## src/rtl/mdu_issue.sv

```systemverilog
`default_nettype none
// +--------------------------------------------------------------------------+
// | Module      : mdu_issue                                                  |
// | Description : Multicycle issue/hold controller for the combinational     |
// |               multiply/divide unit. Accepts one M-extension op, holds    |
// |               the operands steady on the MDU inputs for MUL_CYCLES or    |
// |               DIV_CYCLES cycles, then captures the result and offers it  |
// |               to writeback over a valid/ready handshake.                 |
// | Options     : `define MDU_DIV_FIXUP_EN to resolve RISC-V divide-by-zero  |
// |               and signed-overflow cases locally (one-cycle latency,      |
// |               MDU result ignored for those cases).                       |
// | Revision    : 1.0 - initial release                                      |
// +--------------------------------------------------------------------------+
module mdu_issue #(
  parameter int unsigned MUL_CYCLES = 2,
  parameter int unsigned DIV_CYCLES = 8
) (
  input  logic        clk,
  input  logic        rst_n,
  input  logic        flush,
  input  logic        in_valid,
  output logic        in_ready,
  input  logic [2:0]  in_op,
  input  logic [31:0] in_rs1,
  input  logic [31:0] in_rs2,
  input  logic [4:0]  in_rd,
  output logic [31:0] mdu_rs1,
  output logic [31:0] mdu_src2,
  output logic [2:0]  mdu_control,
  input  logic [31:0] mdu_result,
  output logic        out_valid,
  input  logic        out_ready,
  output logic [31:0] out_result,
  output logic [4:0]  out_rd,
  output logic        busy
);

  // Counter reload values: the counter reaches zero on the edge before capture.
  localparam logic [3:0] c_mul_load = 4'(MUL_CYCLES - 1);
  localparam logic [3:0] c_div_load = 4'(DIV_CYCLES - 1);

  typedef enum logic [1:0] {
    ST_IDLE = 2'd0,
    ST_WAIT = 2'd1,
    ST_DONE = 2'd2
  } state_e;

  state_e      state_q, state_d;
  logic [3:0]  cnt_q, cnt_d;
  logic [31:0] rs1_q, rs1_d;
  logic [31:0] src2_q, src2_d;
  logic [2:0]  op_q, op_d;
  logic [4:0]  rd_q, rd_d;
  logic [31:0] res_q, res_d;
  logic [3:0]  w_load;

`ifdef MDU_DIV_FIXUP_EN
  // A pending fixup result is parked in res_q at accept; the capture edge
  // then keeps it instead of sampling the (possibly unsettled) MDU output.
  logic        fix_q, fix_d;
  logic        w_div0;
  logic        w_ovf;
  logic [31:0] w_fix_val;

  // Classify the incoming op as a RISC-V divide special case.
  always_comb begin
    w_div0    = in_op[2] && (in_rs2 == 32'h0000_0000);
    w_ovf     = in_op[2] && !in_op[0] &&
                (in_rs1 == 32'h8000_0000) && (in_rs2 == 32'hFFFF_FFFF);
    w_fix_val = 32'h0000_0000;
    if (w_div0) begin
      // REM/REMU return the dividend, DIV/DIVU return all ones.
      w_fix_val = in_op[1] ? in_rs1 : 32'hFFFF_FFFF;
    end else if (w_ovf) begin
      // DIV returns the most negative value, REM returns zero.
      w_fix_val = in_op[1] ? 32'h0000_0000 : 32'h8000_0000;
    end
  end
`endif

  assign w_load = in_op[2] ? c_div_load : c_mul_load;

  // State and datapath registers; async reset clears everything visible.
  always_ff @(posedge clk or negedge rst_n) begin
    if (!rst_n) begin
      state_q <= ST_IDLE;
      cnt_q   <= 4'd0;
      rs1_q   <= 32'h0000_0000;
      src2_q  <= 32'h0000_0000;
      op_q    <= 3'd0;
      rd_q    <= 5'd0;
      res_q   <= 32'h0000_0000;
`ifdef MDU_DIV_FIXUP_EN
      fix_q   <= 1'b0;
`endif
    end else begin
      state_q <= state_d;
      cnt_q   <= cnt_d;
      rs1_q   <= rs1_d;
      src2_q  <= src2_d;
      op_q    <= op_d;
      rd_q    <= rd_d;
      res_q   <= res_d;
`ifdef MDU_DIV_FIXUP_EN
      fix_q   <= fix_d;
`endif
    end
  end

  // Next-state and datapath update; flush overrides both handshakes.
  always_comb begin
    state_d = state_q;
    cnt_d   = cnt_q;
    rs1_d   = rs1_q;
    src2_d  = src2_q;
    op_d    = op_q;
    rd_d    = rd_q;
    res_d   = res_q;
`ifdef MDU_DIV_FIXUP_EN
    fix_d   = fix_q;
`endif
    if (flush) begin
      state_d = ST_IDLE;
    end else begin
      case (state_q)
        ST_IDLE: begin
          if (in_valid) begin
            rs1_d   = in_rs1;
            src2_d  = in_rs2;
            op_d    = in_op;
            rd_d    = in_rd;
            cnt_d   = w_load;
            state_d = ST_WAIT;
`ifdef MDU_DIV_FIXUP_EN
            fix_d = w_div0 || w_ovf;
            if (w_div0 || w_ovf) begin
              // Capture on the very next edge using the local result.
              cnt_d = 4'd0;
              res_d = w_fix_val;
            end
`endif
          end
        end
        ST_WAIT: begin
          if (cnt_q == 4'd0) begin
            state_d = ST_DONE;
`ifdef MDU_DIV_FIXUP_EN
            if (!fix_q) begin
              res_d = mdu_result;
            end
`else
            res_d = mdu_result;
`endif
          end else begin
            cnt_d = cnt_q - 4'd1;
          end
        end
        ST_DONE: begin
          if (out_ready) begin
            state_d = ST_IDLE;
          end
        end
        default: begin
          state_d = ST_IDLE;
        end
      endcase
    end
  end

  assign in_ready    = (state_q == ST_IDLE);
  assign busy        = (state_q != ST_IDLE);
  assign out_valid   = (state_q == ST_DONE);
  assign out_result  = res_q;
  assign out_rd      = rd_q;
  assign mdu_rs1     = rs1_q;
  assign mdu_src2    = src2_q;
  assign mdu_control = op_q;

endmodule
`default_nettype wire

```

## config.mk

```make
export PLATFORM = sky130hd
export DESIGN_NAME = mdu_issue
export DESIGN_NICKNAME = d
export VERILOG_FILES = /design/src/rtl/mdu_issue.sv
export SDC_FILE = /design/constraint.sdc
export NUM_CORES = 1
export LEC_CHECK = 0
export BUFFER_PORTS_ARGS = -buffer_cell sky130_fd_sc_hd__buf_2
export CAP_MARGIN = 10
export CORE_ASPECT_RATIO = 0.5
export CORE_MARGIN = 5
export CORE_UTILIZATION = 23
export DETAILED_ROUTE_END_ITERATION = 6
export PLACE_DENSITY = 0.53
export REMOVE_ABC_BUFFERS = 1
export SYNTH_ARGS = -nofsm -noshare
export SYNTH_HDL_FRONTEND = slang
export SYNTH_SLANG_ARGS = --single-unit
```

## constraint.sdc

```tcl
create_clock -name clk -period 2.11 [get_ports clk]
set_input_delay 0.211 -clock clk [delete_from_list [all_inputs] [get_ports clk]]
set_output_delay 0.211 -clock clk [all_outputs]
set_load 0.01 [all_outputs]
```

# Word level (Yosys, flattened, before mapping)
# Cells that the tools add are included.
# Widths: inputs -> output; s select.
# op_classes
add_sub_neg	1
eq_ne	7
mux	9
n_bitwise	1
n_reduce_logical	8
# ops
op	count
$reduce_and 3->1	3
$mux 2	4
$mux 4	2
$pmux 4 s2	1
$ne 3x3->1 const B	2
$pmux 2 s3	1
$logic_not 4->1	1
$ne 2x2->1 const B	2
$reduce_and 4->1	1
$reduce_bool 2->1	2
$sub 4x1->4 const B	1
$mux 3	1
$ne 3x2->1 const B	1
$eq 2x1->1 const B	1
$eq 2x2->1 const B	1
$logic_not 2->1	1
$not 1->1	1
# totals
reg_bits	110
output_inout_bits	107
wordCells	33

# Depth between registers and ports, before layout
# logic_depth
depth_word	4
mapped_depth	6

# Least setup slack after synthesis
# No wires, ideal clock.
# synth_path
kind	reg2reg
startpoint	register cnt_q[0]
endpoint	register res_q[10] (netlist: out_result[10])
setup_ps	125
t_arrival_ps	1515
required_time_ps	1985
setup_slack_ps	470
stages_incl_launch_ff	7
path_buffers	1
period_less_slack_ps	1640
cell_sequence	dfrtp_1 > inv_1 > ha_1 > nor3b_4 > nand3_4 > buf_6 > mux2_4
# synth_via
elab_chain_cells	2
# synth_rtl
element	line_no	text
start: declaration	49	logic [3:0] cnt_q, cnt_d;
start signal: assignment	98	cnt_q <= cnt_d;
$logic_not 4->1	145	if (cnt_q == 4'd0) begin
$reduce_and 3->1 (no line)	-	
end signal: assignment	103	res_q <= res_d;
end: declaration	54	logic [31:0] res_q, res_d;
# Every way passes these cells.
# A chain may end at the register's enable or synchronous reset.

# Worst setup path in the final report
# layout_path
startpoint	register cnt_q[0]
endpoint	register res_q[24] (netlist: out_result[24])
# Same word-level chain as after synthesis.

==> flow_summary_export.csv <==
group,metric,value,unit
outcome,run_status,"finished, final reports clean",
clock_tree,cts.path.max_buffers,2,
timing,report.final.slew_viol_count,0,
timing,post_layout_worst_setup_margin,324,ps
clock_tree,clock_pin_slew_worst_setup_and_hold_paths,90,ps
power_and_ir_drop,ir_worst_vdd,0.385,mV
global_route,grt_util_all_layers,9.42,%
die,die_area,22200,µm²
synthesis,cell_type_with_the_largest_total_area_after_synthesis,"sky130_fd_sc_hd__dfrtp_1",
timing,hold_slack,80.5,ps
detailed_routing,vias,2876,
final_layout,final_nets,589,
critical_path,critical_path.cell_chain,"inv_1 -> ha_1 -> nor3b_4 -> nand3_4 -> buf_12 -> mux2_4",
global_route,grt_pass1_wl,16.3,mm
die,placementRows,35,
detailed_routing,drt-pass1-iter-count,3,
placement,io_buffers,215,
detailed_routing,routedWlPerCell,14.5,µm
power_and_ir_drop,total_power,0.00691,W
global_route,first_global_vias,3032,
synthesis,synth-seq-cells,110,
detailed_routing,vias_per_cell,3.87,
critical_path,setup.worst_path.start_class,"register",
detailed_routing,ant_nets,0,
timing,grt_setup_unrepaired,"no",
clock_tree,cts-hold-fix-buffers,1,
placement,hpwlAfterDp,8.06,mm
timing,timing_hold_violations_final,0,
die,placeableCoreArea,18600,µm²
critical_path,timing.critical_path.slowest_cell_delay,410,ps
synthesis,ys_types,28,
synthesis,synth.cells.most_frequent,"sky130_fd_sc_hd__dfrtp_1, sky130_fd_sc_hd__mux2_2, sky130_fd_sc_hd__mux2_4",
critical_path,reg2reg_setup_slack,320,ps
synthesis,synth-main-ff-cell,"sky130_fd_sc_hd__dfrtp_1",
global_route,overflow,0,
die,die_width,206,µm
detailed_routing,post_route_wl,10.8,mm
clock_tree,cts_sink_cnt,110,
clock_tree,root_buffer,"sky130_fd_sc_hd__clkbuf_16",
timing,max_slew.worst_pin.slew,445,ps
die,fp.dieH,108,µm
synthesis,per_instance_average_area_after_synthesis,17.0,µm²
timing,fin_crit_sh,84.7,%
final_layout,layout-area-overhead-vs-synth,38.9,%
synthesis,synthMostInstantiatedCell,"sky130_fd_sc_hd__dfrtp_1",
final_layout,filler_cell_count,1884,
global_route,met3_global_route_usage,2.86,%
hold_path,worst_hold_path_type,"in2reg",
final_layout,antenna-diode-count,0,
timing,max_slew_margin,70.3,%
synthesis,synth.top_cell.area_share,62.4,%
global_route,grt.met1_usage,10.0,%
die,start_util,23.7,%
detailed_routing,drt-initial-drc-count,80,
clock_tree,htree_num_levels,3,
synthesis,post_synthesis_instance_area,4410,µm²
synthesis,synthesis.yosys.warnings,0,
clock_tree,cts_resized,0,
synthesis,netlist_instances,259,
global_route,number_of_antenna_violations_at_the_first_check_in_global_routing,0,
clock_tree,tritoncts.num_buffers,9,
placement,place_congestion,0.744,
hold_path,worstHoldPathCells,2,
timing,fin_clk_skew,12.4,ps
timing,report.final.setup_viol,0,
critical_path,critPathMaxFanout,32,
critical_path,worstPathRequired,2340,ps
clock_tree,cts_tree,"yes",
power_and_ir_drop,power_leakage,3.09,nW
critical_path,worst-r2r-cell-count,6,
critical_path,endpoint_kind,"register",
placement,dpl_worst_slack,319,ps
critical_path,worst_setup_path_category,"reg2reg",
timing,fmaxAchievable,560,MHz
synthesis,proportion_of_synthesized_flip_flops_having_asynchronous_set_or_reset,100,%
global_route,grt_start_max_net_pins,73,
detailed_routing,drc_errors,0,
synthesis,synth_enable_flop_cells,0,
synthesis,area_contributors_post_synth,"sky130_fd_sc_hd__dfrtp_1, sky130_fd_sc_hd__mux2_2, sky130_fd_sc_hd__mux2_4",
timing,setup_total_negative_slack,0,ps
power_and_ir_drop,power-per-cell-area,1130,nW/µm²
final_layout,post_route_cells_drive_above_1_share,71.7,%
global_route,gr-usage-met2,17.9,%
critical_path,timing.critical_path.slowest_stage_cell,"sky130_fd_sc_hd__dfrtp_1",
critical_path,crit_arrival,2020,ps
global_route,globalRoute.busiestLayer,"met2",
timing,min_period,1790,ps
clock_tree,worstSkewPairLatency,350,ps
die,design.portCount,216,
job,timing.max_cap.violations,0,
synthesis,sequential_share_of_the_synthesized_area,62.4,%
clock_tree,cts_setup_buffers,0,
[final timing paths]
check	from	endpoint
hold reg to reg	mdu_src2[9]	mdu_src2[9]
min in group asynchronous	rst_n	out_result[8]
setup / recovery	cnt_q[0]	out_result[24]
max in group asynchronous	rst_n	mdu_rs1[22]
setup reg to reg	cnt_q[0]	out_result[24]
hold / removal	in_rs2[26]	mdu_src2[26]
[layout by cell type, fill, tap and decap left out, types with 3 or more instances in the layout]
cell type	synthesis	layout
sky130_fd_sc_hd__nor2_1	3	3
sky130_fd_sc_hd__dfrtp_1	110	110
sky130_fd_sc_hd__clkbuf_16	0	9
sky130_fd_sc_hd__inv_1	4	4
sky130_fd_sc_hd__buf_2	2	214
sky130_fd_sc_hd__buf_12	0	4
sky130_fd_sc_hd__mux2_2	74	74
sky130_fd_sc_hd__mux2_4	30	30
sky130_fd_sc_hd__buf_4	1	3
sky130_fd_sc_hd__nor3_1	3	3
[sequential cells by signal, summed over array words and instances (netlist names)]
name and flops:
cnt_q 4, mdu_src2 32, out_result 32, out_rd 5, mdu_control 3, state_q 2, mdu_rs1 32
[kinds of logic (layout without fill, tap and decap cells)]
family                     Yosys count  in the layout  synth area share [%]
adders and majority gates            1              1                 0.284
DFF                                110            110                  62.4
AOI/OAI and AO/OA                   10             10                  2.10
buffers and inverters               17            242                  3.29
muxes                              104            104                  29.1
and+or+nand+nor                     17             17                  2.81
[routing by layer]
metal	up-vias	wire length [µm]
met3	16	525
met2	69	6100
met1	1433	3920
met5	-	0
li1	1358	-
met4	0	211
[metrics by stage]
step	utilization, %	instances	instance area [µm²]
final	32.9	743	6120
after global routing	32.9	743	6120
after CTS	32.9	743	6120
after detailed placement	31.1	726	5780
after global placement	31.1	726	5780
after floorplan	-	246	4280
[power breakdown]
group	internal [W]	switching, W
clock	0.00106	0.000830
combinational	0.00113	0.000864
sequential	0.00272	0.000304
[layout make-up]
type / count / area, µm² / share of cell area (%)
Sequential cell: 110 / 2750 / 44.9
Multi-Input combinational cell: 132 / 1520 / 24.8
Clock buffer: 9 / 225 / 3.68
Timing Repair Buffer: 222 / 1180 / 19.3
Clock inverter: 7 / 105 / 1.72
Tap cell: 259 / 324 / 5.29
Inverter: 4 / 15.0 / 0.245
[critical path: cells and delay by family, from the launching register on]
family,cells,cell delay [ps]
AND/OR/NAND/NOR,2,480
flip-flops,1,410
multiplexers,1,320
buffers and inverters,2,280
adder cells (fa/ha/maj),1,180
Note: power is estimated with default switching activity, not from simulation.
